==> src/rtl/operand_fwd_sb.sv <==
// Decode-to-EX operand stage: resolves source operands through a priority
// forward network, tracks long-latency destinations in a busy scoreboard.
module operand_fwd_sb #(
  parameter int DW   = 32,
  parameter int AW   = 5,
  parameter int NFWD = 2
) (
  input  logic               clk,
  input  logic               rst,
  input  logic               dec_valid_i,
  output logic               dec_ready_o,
  input  logic [AW-1:0]      rs_addr_i,
  input  logic [AW-1:0]      rt_addr_i,
  input  logic               rs_read_i,
  input  logic               rt_read_i,
  input  logic [DW-1:0]      imm_i,
  input  logic [AW-1:0]      wd_i,
  input  logic               wreg_i,
  input  logic               long_i,
  input  logic [DW-1:0]      rf_rs_data_i,
  input  logic [DW-1:0]      rf_rt_data_i,
  input  logic [NFWD-1:0]    fwd_valid_i,
  input  logic [NFWD-1:0]    fwd_pend_i,
  input  logic [NFWD*AW-1:0] fwd_addr_i,
  input  logic [NFWD*DW-1:0] fwd_data_i,
  input  logic               lw_done_i,
  input  logic [AW-1:0]      lw_addr_i,
  input  logic               flush_i,
  output logic               out_valid_o,
  input  logic               out_ready_i,
  output logic [DW-1:0]      reg1_o,
  output logic [DW-1:0]      reg2_o,
  output logic [AW-1:0]      wd_o,
  output logic               wreg_o,
  output logic               stall_req_o,
  output logic [15:0]        stall_cnt_o
);

  localparam int NREG = 2 ** AW;

  logic [NREG-1:0] busy;
  logic [NREG-1:0] busy_nxt;

  logic [AW-1:0] src_addr [2];
  logic          src_rd   [2];
  logic [DW-1:0] src_rf   [2];
  logic [DW-1:0] src_val  [2];
  logic [1:0]    src_haz;
  logic          waw_haz;
  logic          hazard;
  logic          accept;
  logic          sb_set;

  assign src_addr[0] = rs_addr_i;
  assign src_addr[1] = rt_addr_i;
  assign src_rd[0]   = rs_read_i;
  assign src_rd[1]   = rt_read_i;
  assign src_rf[0]   = rf_rs_data_i;
  assign src_rf[1]   = rf_rt_data_i;

  // NOTE: every always_comb output gets a default before any branch, so no
  // path leaves a variable unassigned and no latch is inferred.
  always_comb begin
    for (int s = 0; s < 2; s++) begin
      src_val[s] = src_rf[s];
      src_haz[s] = 1'b0;
      if (!src_rd[s]) begin
        src_val[s] = imm_i;
      end else if (src_addr[s] == '0) begin
        src_val[s] = '0;
      end else begin
        // Walk oldest to youngest so the lowest-index match is applied last.
        for (int k = NFWD - 1; k >= 0; k--) begin
          if (fwd_valid_i[k] && fwd_addr_i[k*AW +: AW] == src_addr[s]) begin
            src_val[s] = fwd_data_i[k*DW +: DW];
            src_haz[s] = fwd_pend_i[k];
          end
        end
        src_haz[s] = src_haz[s] | busy[src_addr[s]];
      end
    end
  end

  assign waw_haz     = wreg_i && (wd_i != '0) && busy[wd_i];
  assign hazard      = |src_haz || waw_haz;
  assign stall_req_o = dec_valid_i && hazard;
  assign dec_ready_o = !hazard && (!out_valid_o || out_ready_i) && !flush_i;
  assign accept      = dec_valid_i && dec_ready_o;
  assign sb_set      = accept && long_i && wreg_i && (wd_i != '0);

  // Set is applied after clear so a same-cycle set of the same bit wins.
  always_comb begin
    busy_nxt = busy;
    if (lw_done_i) busy_nxt[lw_addr_i] = 1'b0;
    if (sb_set)    busy_nxt[wd_i]      = 1'b1;
    busy_nxt[0] = 1'b0;
  end

  // NOTE: the scoreboard is a bank of flops, not a RAM, so it can and must be
  // cleared by reset; a reset left in flight would otherwise stall forever.
  always_ff @(posedge clk or negedge rst) begin
    if (!rst) busy <= '0;
    else      busy <= busy_nxt;
  end

  // NOTE: sequential state uses non-blocking assignments only, so every flop
  // samples pre-edge values regardless of statement order.
  always_ff @(posedge clk or negedge rst) begin
    if (!rst) begin
      out_valid_o <= 1'b0;
      reg1_o      <= '0;
      reg2_o      <= '0;
      wd_o        <= '0;
      wreg_o      <= 1'b0;
    end else if (flush_i) begin
      out_valid_o <= 1'b0;
    end else if (accept) begin
      out_valid_o <= 1'b1;
      reg1_o      <= src_val[0];
      reg2_o      <= src_val[1];
      wd_o        <= wd_i;
      // Long results return through lw_done, not through the forward path.
      wreg_o      <= wreg_i && !long_i;
    end else if (out_ready_i) begin
      out_valid_o <= 1'b0;
    end
  end

  always_ff @(posedge clk or negedge rst) begin
    if (!rst)                                      stall_cnt_o <= '0;
    else if (stall_req_o && stall_cnt_o != 16'hFFFF) stall_cnt_o <= stall_cnt_o + 16'd1;
  end

endmodule

==> config.mk <==
export PLATFORM = sky130hd
export DESIGN_NAME = operand_fwd_sb
export DESIGN_NICKNAME = d
export VERILOG_FILES = /design/src/rtl/operand_fwd_sb.sv
export SDC_FILE = /design/constraint.sdc
export NUM_CORES = 1
export LEC_CHECK = 0
export CAP_MARGIN = 10
export CORE_ASPECT_RATIO = 2
export CORE_MARGIN = 5
export CORE_UTILIZATION = 35
export CTS_CLUSTER_SIZE = 28
export DETAILED_ROUTE_END_ITERATION = 16
export DONT_BUFFER_PORTS = 1
export PLACE_DENSITY = 0.51
export SLEW_MARGIN = 20
export SYNTH_ARGS = -nofsm -noshare
export SYNTH_HDL_FRONTEND = slang
export SYNTH_SLANG_ARGS = --single-unit
==> constraint.sdc <==
create_clock -name clk -period 3.4 [get_ports clk]
set_clock_uncertainty 0.15 [all_clocks]
set_input_delay 0 -clock clk [delete_from_list [all_inputs] [get_ports clk]]
set_output_delay 0 -clock clk [all_outputs]
set_load 0.02 [all_outputs]
After elaboration in Yosys (flattened, before gate mapping)

Cells that the tools add are included.

Register bits: 118
Bits of input ports: 204
Output and inout port bits: 89
Logic and storage cells: 89

Add/subtract/negate cells: 1
$lt $le $gt $ge: 6
Equal/unequal tests: 5
Muxes and demuxes: 35
Bitwise logic cells: 6
Reductions and logical operators: 29

Operators by type and width:

| operator                                                               | count |
|---|---|
| 32-bit two-way mux                                                     | 10 |
| 32-bit AND                                                             | 1 |
| 32-bit inverter                                                        | 1 |
| 32-bit bitwise OR                                                      | 1 |
| 5-bit by 6-bit < comparator with 1-bit output (second input constant)  | 4 |
| 5-bit equality test                                                    | 4 |
| 1-bit two-way mux                                                      | 20 |
| 1-bit logical AND                                                      | 17 |
| 16-bit by 1-bit adder with 16-bit output (second input constant)       | 1 |
| 16-bit inequality test (second input constant)                         | 1 |
| 1-bit binary-select mux with 5-bit select                              | 3 |
| 1-bit demux with 5-bit select                                          | 2 |
| 5-bit by 1-bit >= comparator with 1-bit output (second input constant) | 2 |
| 5-bit logical NOT                                                      | 2 |
| 5-bit nonzero test                                                     | 1 |
| 1-bit logical NOT                                                      | 4 |
| 3-bit nonzero test                                                     | 1 |
| 1-bit logical OR                                                       | 2 |
| 1-bit bitwise OR                                                       | 2 |
| 2-bit AND reduction                                                    | 1 |
| 2-bit OR reduction                                                     | 1 |
| 1-bit inverter                                                         | 1 |

Depth between registers and ports, before layout

Gate-level depths: netlist of the first run.

Depth in word-level cells: 19
Mapped depth: 13
Gate-level depth less buffers: 8

Worst setup path before layout of the first run

OpenSTA, ideal clock, no wires.

Path type: input -> register
From: in rt_addr_i[2]
To: reg reg1_o[0]
Arrival: 2.354 ns
Data required time: 3.125 ns
Setup slack: 0.771 ns
Stages on the path: 12
Path buffers: 4
Path through: buf_2 or4_4 o21ai_4 inv_1 and4_1 a2111oi_0 and4_1 buf_4 nand3_2 buf_6 buf_6 mux2_4

Longest elaborated chain between the ends: 16

RTL lines:

| element                                | RTL line | RTL |
|---|---|---|
| start: declaration                     | 13       | `input logic [AW-1:0] rt_addr_i,` |
| 5-bit equality test                    | 74       | `if (fwd_valid_i[k] && fwd_addr_i[k*AW +: AW] == src_addr[s]) begin` |
| 1-bit logical AND                      | 74       |  |
| 1-bit two-way mux (2 in a row)         | 74       |  |
| 1-bit two-way mux                      | 69       | `end else if (src_addr[s] == '0) begin` |
| 1-bit two-way mux                      | 67       | `if (!src_rd[s]) begin` |
| 1-bit bitwise OR                       | 79       | `src_haz[s] = src_haz[s] \| busy[src_addr[s]];` |
| 1-bit two-way mux *                    | 69       |  |
| 1-bit two-way mux *                    | 67       |  |
| 2-bit OR reduction *                   | 85       | `assign hazard = \|src_haz \|\| waw_haz;` |
| 1-bit logical OR *                     | 85       |  |
| 1-bit logical NOT *                    | 87       | `assign dec_ready_o = !hazard && (!out_valid_o \|\| out_ready_i) && !flush_i;` |
| 1-bit logical AND * (2 in a row)       | 87       |  |
| 1-bit logical AND *                    | 88       | `assign accept = dec_valid_i && dec_ready_o;` |
| 2-bit AND reduction (no source line) * | n/a      |  |
| end signal: assignment                 | 119      | `reg1_o <= src_val[0];` |
| end: declaration                       | 31       | `output logic [DW-1:0] reg1_o,` |

Mark *: on every way between the ends. The rest lies on a longest branch, timed or not. The select of a mux whose other input is x is not followed.
A chain may end at the register's enable or synchronous reset.

Worst setup path in the final report of the first run

From: reg busy[27]
To: reg busy[6]

Longest elaborated chain between the ends: 15

RTL lines:

| element                                   | RTL line | RTL |
|---|---|---|
| start: declaration                        | 41       | `logic [NREG-1:0] busy;` |
| start signal: assignment                  | 103      | `else busy <= busy_nxt;` |
| 1-bit binary-select mux with 5-bit select | 79       |  |
| 1-bit two-way mux (implied by the code)   | 79       |  |
| 1-bit bitwise OR                          | 79       |  |
| 1-bit two-way mux                         | 69       |  |
| 1-bit two-way mux                         | 67       |  |
| 2-bit OR reduction                        | 85       |  |
| 1-bit logical OR *                        | 85       |  |
| 1-bit logical NOT *                       | 87       |  |
| 1-bit logical AND * (2 in a row)          | 87       |  |
| 1-bit logical AND *                       | 88       |  |
| 1-bit logical AND * (3 in a row)          | 89       | `assign sb_set = accept && long_i && wreg_i && (wd_i != '0);` |
| 32-bit two-way mux *                      | 95       | `if (sb_set) busy_nxt[wd_i] = 1'b1;` |
| net busy_nxt[6]                           | 42       | `logic [NREG-1:0] busy_nxt;` |

Mark *: on every way through the listed nets, which the timed path passes. The rest lies on a longest branch. The select of a mux whose other input is x is not followed.

==> results of run 1 <==
==> final cells by class <==
class	count	area (um^2)	share of cell area
Multi-Input combinational cell	582	4660	0.435
Timing Repair Buffer	193	1960	0.183
Clock inverter	10	165	0.0154
Clock buffer	22	494	0.0461
Sequential cell	118	2950	0.275
Inverter	37	139	0.0130
Tap cell	280	350	0.0327
==> critical path: stages, from the launching register on <==
cell           delay, ns
dfrtp_1             0.41
mux4_2              0.47
inv_1               0.06
a221oi_1            0.07
a2111oi_1           0.42
and4_2              0.35
nand3_4             0.10
buf_6               0.24
o31ai_1             0.27
dlygate4sd3_1       0.59
==> what timing repair did <==
action | CTS | global route
endpoints found under the setup margin | 0 | 4
gates resized for setup | 0 | 4
hold buffers | 182 | 0
endpoints found under the hold margin | 236 | 0
==> flip-flops by register name (all words and copies together), names as in the netlist <==
name and cells:
reg2_o 32, stall_cnt_o 16, busy 31, wd_o 5
wreg_o 1, out_valid_o 1, reg1_o 32
==> kinds of logic after synthesis <==
group | after synthesis | share of synthesized area
buf+inv | 103 | 0.0566
simple gates | 167 | 0.110
flops | 118 | 0.367
mux | 170 | 0.270
fa+ha+maj | 1 | 0.00155
xor+xnor | 34 | 0.0370
compound gates | 210 | 0.159
==> final timing paths <==
check	startpoint	end	slack [ns]	depth (start not counted)
max	busy[27]	busy[6]	0.16	9
min	rst	stall_cnt_o[8]	0.02	2
max reg2reg	busy[27]	busy[6]	0.16	9
min reg2reg	busy[5]	busy[5]	0.42	2
max in group asynchronous	rst	reg2_o[23]	2.53	2
min in group clk	dec_valid_i	stall_req_o	0.03	1
==> power groups by stage <==
stage	registers (mW)	logic (mW)	clock network [mW]
5_1_grt	2.34	1.14	2.13
4_1_cts	2.32	1.04	2.07
6_report	2.31	1.05	2.02
2_1_floorplan	2.19	0.691	0
3_5_place_dp	2.34	0.763	0
3_3_place_gp	2.34	0.750	0
==> synth_stat cells (2+ instances only) <==
cell      number
and4_1         3
xor2_1        28
nor4b_1        3
nand3b_1      10
a31oi_1        2
inv_1         37
nor2_1        42
nor2b_1        5
nand4_1        3
o22ai_1       68
o21ai_0       66
nand3_1        8
nand2_1       43
or3b_2         5
nand4b_1       3
nor3_1         5
nor3b_1        3
nand2b_1       7
nor4_1         9
xnor2_1        6
and2_1         2
buf_6          6
or3_1          3
buf_4          2
mux4_2        16
mux2_4        48
mux2_2        24
and3_1         8
buf_1         13
dfrtp_1      118
mux2i_1       82
buf_2         13
clkbuf_1      32
o31ai_1       31
a21oi_1       34
==> per-stage QoR <==
stage / instances / hold WS, ns / instance area (um^2)
5_1_grt: 1242 / 0.0297 / 10700
2_1_floorplan: 803 / -0.446 / 8050
3_5_place_dp: 1028 / -0.443 / 8200
4_1_cts: 1242 / 0.0000582 / 10700
6_report: 1242 / 0.0182 / 10700
3_3_place_gp: 1028 / -0.443 / 8200
==> layer usage <==
layer,share of wire,track usage,vias to the layer above
met4,0.061,0.148,2
met5,0.00063,0,-
met3,0.072,0.0649,110
li1,-,-,3267
met2,0.54,0.426,374
met1,0.33,0.233,3681
==> impl_summary.txt, run 1 <==
----------------------------------------------------
[Clock tree]
  Clk buf depth ... 2
  Clock tree from TritonCTS ... built
  Cell at the root of the clock tree ... clkbuf_16
  CTS buffer count ... 17
  Insertion delay to the later sink of the worst-skew pair ... 0.43 ns
  Clock sink count ... between 100 and 150
  Clock input transition at the sequential cells of the worst setup and hold paths ... 0.06 ns
  Number of post-CTS setup repair buffers ... 0
  Level count of the clock H-tree ... 4

[Yosys]
  Number of enable flip-flop cells after synthesis ... 0
  Yosys warnings ... 0
  Dominant synthesized flop cell ... dfrtp_1
  Post-synthesis average cell area ... 10.0 um^2
  Syn nets ... roughly 1000
  Sequential element share of the synthesized area ... 0.367
  Share of synthesized registers carrying an async set or reset ... 1.00
  Yosys top cell by area ... dfrtp_1
  Share of the synthesized area in the top cell type ... 0.367
  Gate Count Post-Synth ... between 800 and 900
  Library cells used by synthesis ... 50
  #FFs+latches synth ... 118
  Largest cells by area after synthesis ... dfrtp_1 37%, mux2i_1 10%, mux2_4 9.0%
  Summed instance area of the synthesized netlist ... 8050 um^2

[Finish]
  Area Growth Syn to Fin ... 33.2%
  Highest-count cells in the layout ignoring fill and taps ... 179 x dlygate4sd3_1, 118 x dfrtp_1, 82 x mux2i_1
  Finished Core Util ... 0.472
  Layout cell share with drive strength beyond 1 ... 0.154
  Layout fillers ... ~2100
  Most frequent standard cell in the layout excluding fill and tap cells ... dlygate4sd3_1
  Fin nets ... about 1200
  Antenna diode count ... 0

[STA]
  Maximum clock frequency ... 309 MHz
  Post-layout min period ... 3.24 ns
  Final hold violation count ... 0
  Count of pins over their slew limit ... 0
  Total negative setup slack ... 0 ns
  Portion of the clock cycle consumed by the worst path in the final layout ... 0.953
  RSZ-0062 raised after global routing ... no
  Slew @ Worst Pin ... ~0.71 ns
  Worst setup margin ... 0.159 ns
  Final setup viols ... 0
  Worst max-slew margin expressed relative to the limit ... 0.524

[Detailed routing]
  Total number of vias ... 7434
  Average wire per cell in the routed design ... 25.4 um
  Number of DRC markers in iteration 0 ... 474
  Number of routed nets with antenna violations ... 0
  Final wirelength ... 31500 um
  Detailed Routing Iterations Pass 1 ... 5
  Drt drc ... 0
  Vias per std cell ... 5.99

[Hold path]
  Min-delay worst type ... in2async

[Global routing]
  Number of global-route vias before repair ... 7944
  Initial antenna violation count ... 1
  Total global-route track usage ... 0.238
  Maximum number of pins on one net before global-route repair ... 119
  Global-route congestion overflow total ... 0
  First-pass GRT wire length ... 46400 um

[Die]
  Die extent in x ... 117 um
  Die height ... 224 um
  Rows ... 78
  Starting utilization of the core area ... 0.354
  Top Ports ... 293
  Core Footprint ... 22700 um^2
  Overall die area ... 26300 um^2

[Critical path]
  Required time of the critical path ... 3.61 ns
  Crit path launch type ... register
  Maximum fanout encountered on the critical timing path ... 43
  Category of the critical setup timing path ... reg2reg
  Endpoint kind of the worst setup timing path ... register
  Crit path arrival time ... 3.46 ns

[Power and ir drop]
  Share of total power in the clock network ... 0.375
  Switching share of power ... 0.320
  Peak VDD IR ... 0.000433 V
  Reported net switching power ... 1.72 mW
  Total design power ... 5.38 mW
  Sequential share of power ... 0.430
  Cell leakage power ... 4.61 nW
  Power Density ... ~500 nW/um^2
  Internal cell power ... 3.66 mW
  Combinational power share ... 0.195

[Placement]
  Placed wire-length estimate ... roughly 21000 um
  Count of buffers inserted at the top-level ports ... 0
  Routability Congestion ... approximately 0.89
  Worst slack after detailed placement ... 0.523 ns

[Run status]
  Result of the run ... complete, no violations

[Flow run]
  Max-capacitance violation count ... 0

----------------------------------------------------
(Power assumes the default switching activity.)
==> run 2, diff against run 1 <==
==> constraint.sdc (replaced) <==
create_clock -name clk -period 3.6 [get_ports clk]
set_clock_uncertainty 0.15 [all_clocks]
set_input_delay 0 -clock clk [delete_from_list [all_inputs] [get_ports clk]]
set_output_delay 0 -clock clk [all_outputs]
set_load 0.02 [all_outputs]
==> run 2 against run 1 <==
  * Critical path depth unchanged
  * First-iteration DRC count is 13% lower
  * Worst hold slack better by 0.0089 ns
  * Largest cell class unchanged
  * Largest power group unchanged
==> impl_summary.txt, run 2 (synthesized netlist as in run 1, its figures left out) <==
----------------------------------------------------
[Placement]
  Count of buffers inserted at the top-level ports ... 0
  Routability Congestion ... roughly 0.89
  Cells after DPL ... a little over 1000
  Placed wire-length estimate ... between 20000 and 25000 um

[Critical path]
  Endpoint kind of the worst setup timing path ... register
  Start point of the critical path ... busy[13]
  Worst setup path endpoint ... busy[6]
  Maximum fanout encountered on the critical timing path ... 43
  Number of cells on the worst reg-to-reg path ... 9
  Required time of the critical path ... 3.82 ns
  Category of the critical setup timing path ... reg2reg
  Reg-to-Reg End ... busy[6]
  Setup slack of the most critical reg-to-reg path ... 0.24 ns
  Crit path launch type ... register
  Crit path arrival time ... 3.57 ns
  RR Startpoint ... busy[13]

[Run status]
  Result of the run ... complete, no violations

[Flow run]
  Max-capacitance violation count ... 0

[Global routing]
  First-pass GRT wire length ... 45700 um
  Number of global-route vias before repair ... about 8000
  Global-route congestion overflow total ... 0
  Total global-route track usage ... 0.235
  Maximum number of pins on one net before global-route repair ... ~120
  Initial antenna violation count ... 2

[Detailed routing]
  Drt drc ... 0
  Total number of vias ... 7339
  Average wire per cell in the routed design ... roughly 25 um
  Vias per std cell ... between 5 and 6
  Number of routed nets with antenna violations ... 0
  Detailed Routing Iterations Pass 1 ... 5
  Number of DRC markers in iteration 0 ... 412
  Final wirelength ... 31300 um

[STA]
  Portion of the clock cycle consumed by the worst path in the final layout ... 0.932
  RSZ-0062 raised after global routing ... no
  Post-layout min period ... 3.36 ns
  Worst max-slew margin expressed relative to the limit ... 0.531
  Final hold violation count ... 0
  Slew @ Worst Pin ... 0.703 ns
  Final setup viols ... 0
  Total negative setup slack ... 0 ns
  Count of pins over their slew limit ... 0
  Maximum clock frequency ... 298 MHz

[Finish]
  Fin nets ... 1154
  Layout fillers ... about 2100
  Highest-count cells in the layout ignoring fill and taps ... 180 x dlygate4sd3_1, 118 x dfrtp_1, 82 x mux2i_1
  Most frequent standard cell in the layout excluding fill and tap cells ... dlygate4sd3_1
  Area Growth Syn to Fin ... 31.5%
  Registers with the highest flip-flop counts ... reg1_o x32, reg2_o x32, busy x31
  Layout cell share with drive strength beyond 1 ... 0.147
  Number of cells in the finished layout apart from fillers ... roughly 1200

[Clock tree]
  Clock tree from TritonCTS ... built
  CTS buffer count ... 17
  Clock sink count ... 118
  PostCTS Resize Cnt ... 0
  Insertion delay to the later sink of the worst-skew pair ... between 0.4 and 0.5 ns
  Level count of the clock H-tree ... 4
  Clock input transition at the sequential cells of the worst setup and hold paths ... 0.05 ns
  Cell at the root of the clock tree ... clkbuf_16
  Clk buf depth ... 2

[Die]
  Die extent in x ... 117 um
  Die height ... roughly 220 um
  Starting utilization of the core area ... 0.354
  Overall die area ... 26300 um^2
  Top Ports ... 293
  Core Footprint ... approximately 23000 um^2
  Rows ... 78

[Hold path]
  Min-delay worst type ... in2out

[Power and ir drop]
  Power Density ... about 450 nW/um^2
  Cell leakage power ... 4.53 nW
  Peak VDD IR ... about 0.00043 V

----------------------------------------------------
==> run 2: worst max-delay path: stages (launching register included) <==
cell and delay (ns):
dfrtp_1 0.44, mux4_2 0.50, mux2i_1 0.15, nor2_1 0.05
o311ai_0 0.32, and4_1 0.36, nand3_4 0.11, buf_4 0.32
o31ai_1 0.30, dlygate4sd3_1 0.58
==> run 2: how the worst min path moves through the flow <==
stage,start,slack [ns],end,depth (start not counted)
after CTS,rs_read_i,0.003,reg1_o[15],3
after global routing,rs_read_i,0.009,reg1_o[11],3
after detailed placement,rst,-0.44,stall_cnt_o[9],0
final,dec_valid_i,0.03,stall_req_o,1
after global placement,rst,-0.44,stall_cnt_o[9],0
after floorplan,rst,-0.45,busy[10],0
==> run 2: area by class of cell <==
class	count	area (um^2)	share of cell area
repair buffers	193	1960	0.185
well taps	280	350	0.0331
clock buffers	23	468	0.0442
flip-flops and latches	118	2950	0.279
inverters	37	139	0.0131
multi-input cells	582	4660	0.440
clock inverters	8	52.6	0.00496
diodes	3	7.51	0.000709
==> run 2: where the power goes <==
part           internal, mW  total [mW]  switching [mW]
sequential             1.59        2.19           0.602
combinational         0.610       0.990           0.380
clock                 0.906        1.53           0.625
==> run 2: what timing repair did <==
action | in CTS | in global routing
hold endpoints to repair | 236 | 0
setup buffers | 0 | 0
hold buffers | 183 | 0
==> run 2: metrics by stage <==
| stage | setup slack [ns] | total power, mW | util | area, um^2 | hold WS, ns |
|---|---|---|---|---|---|
| after global placement | 0.752 | 2.92 | 0.360 | 8190 | -0.443 |
| final | 0.245 | 4.71 | 0.466 | 10600 | 0.0271 |
| after CTS | 0.294 | 4.75 | 0.465 | 10600 | 0.00275 |
| after floorplan | 0.971 | 2.72 | - | 8050 | -0.446 |
| after detailed placement | 0.760 | 2.93 | 0.360 | 8190 | -0.443 |
| after global routing | 0.103 | 4.92 | 0.465 | 10600 | 0.00876 |
==> run 2: routing by layer <==
metal | part of all wire | global-route usage
met2 | 0.55 | 0.424
met5 | 0.00064 | 0
met1 | 0.34 | 0.227
met4 | 0.054 | 0.133
met3 | 0.062 | 0.0738
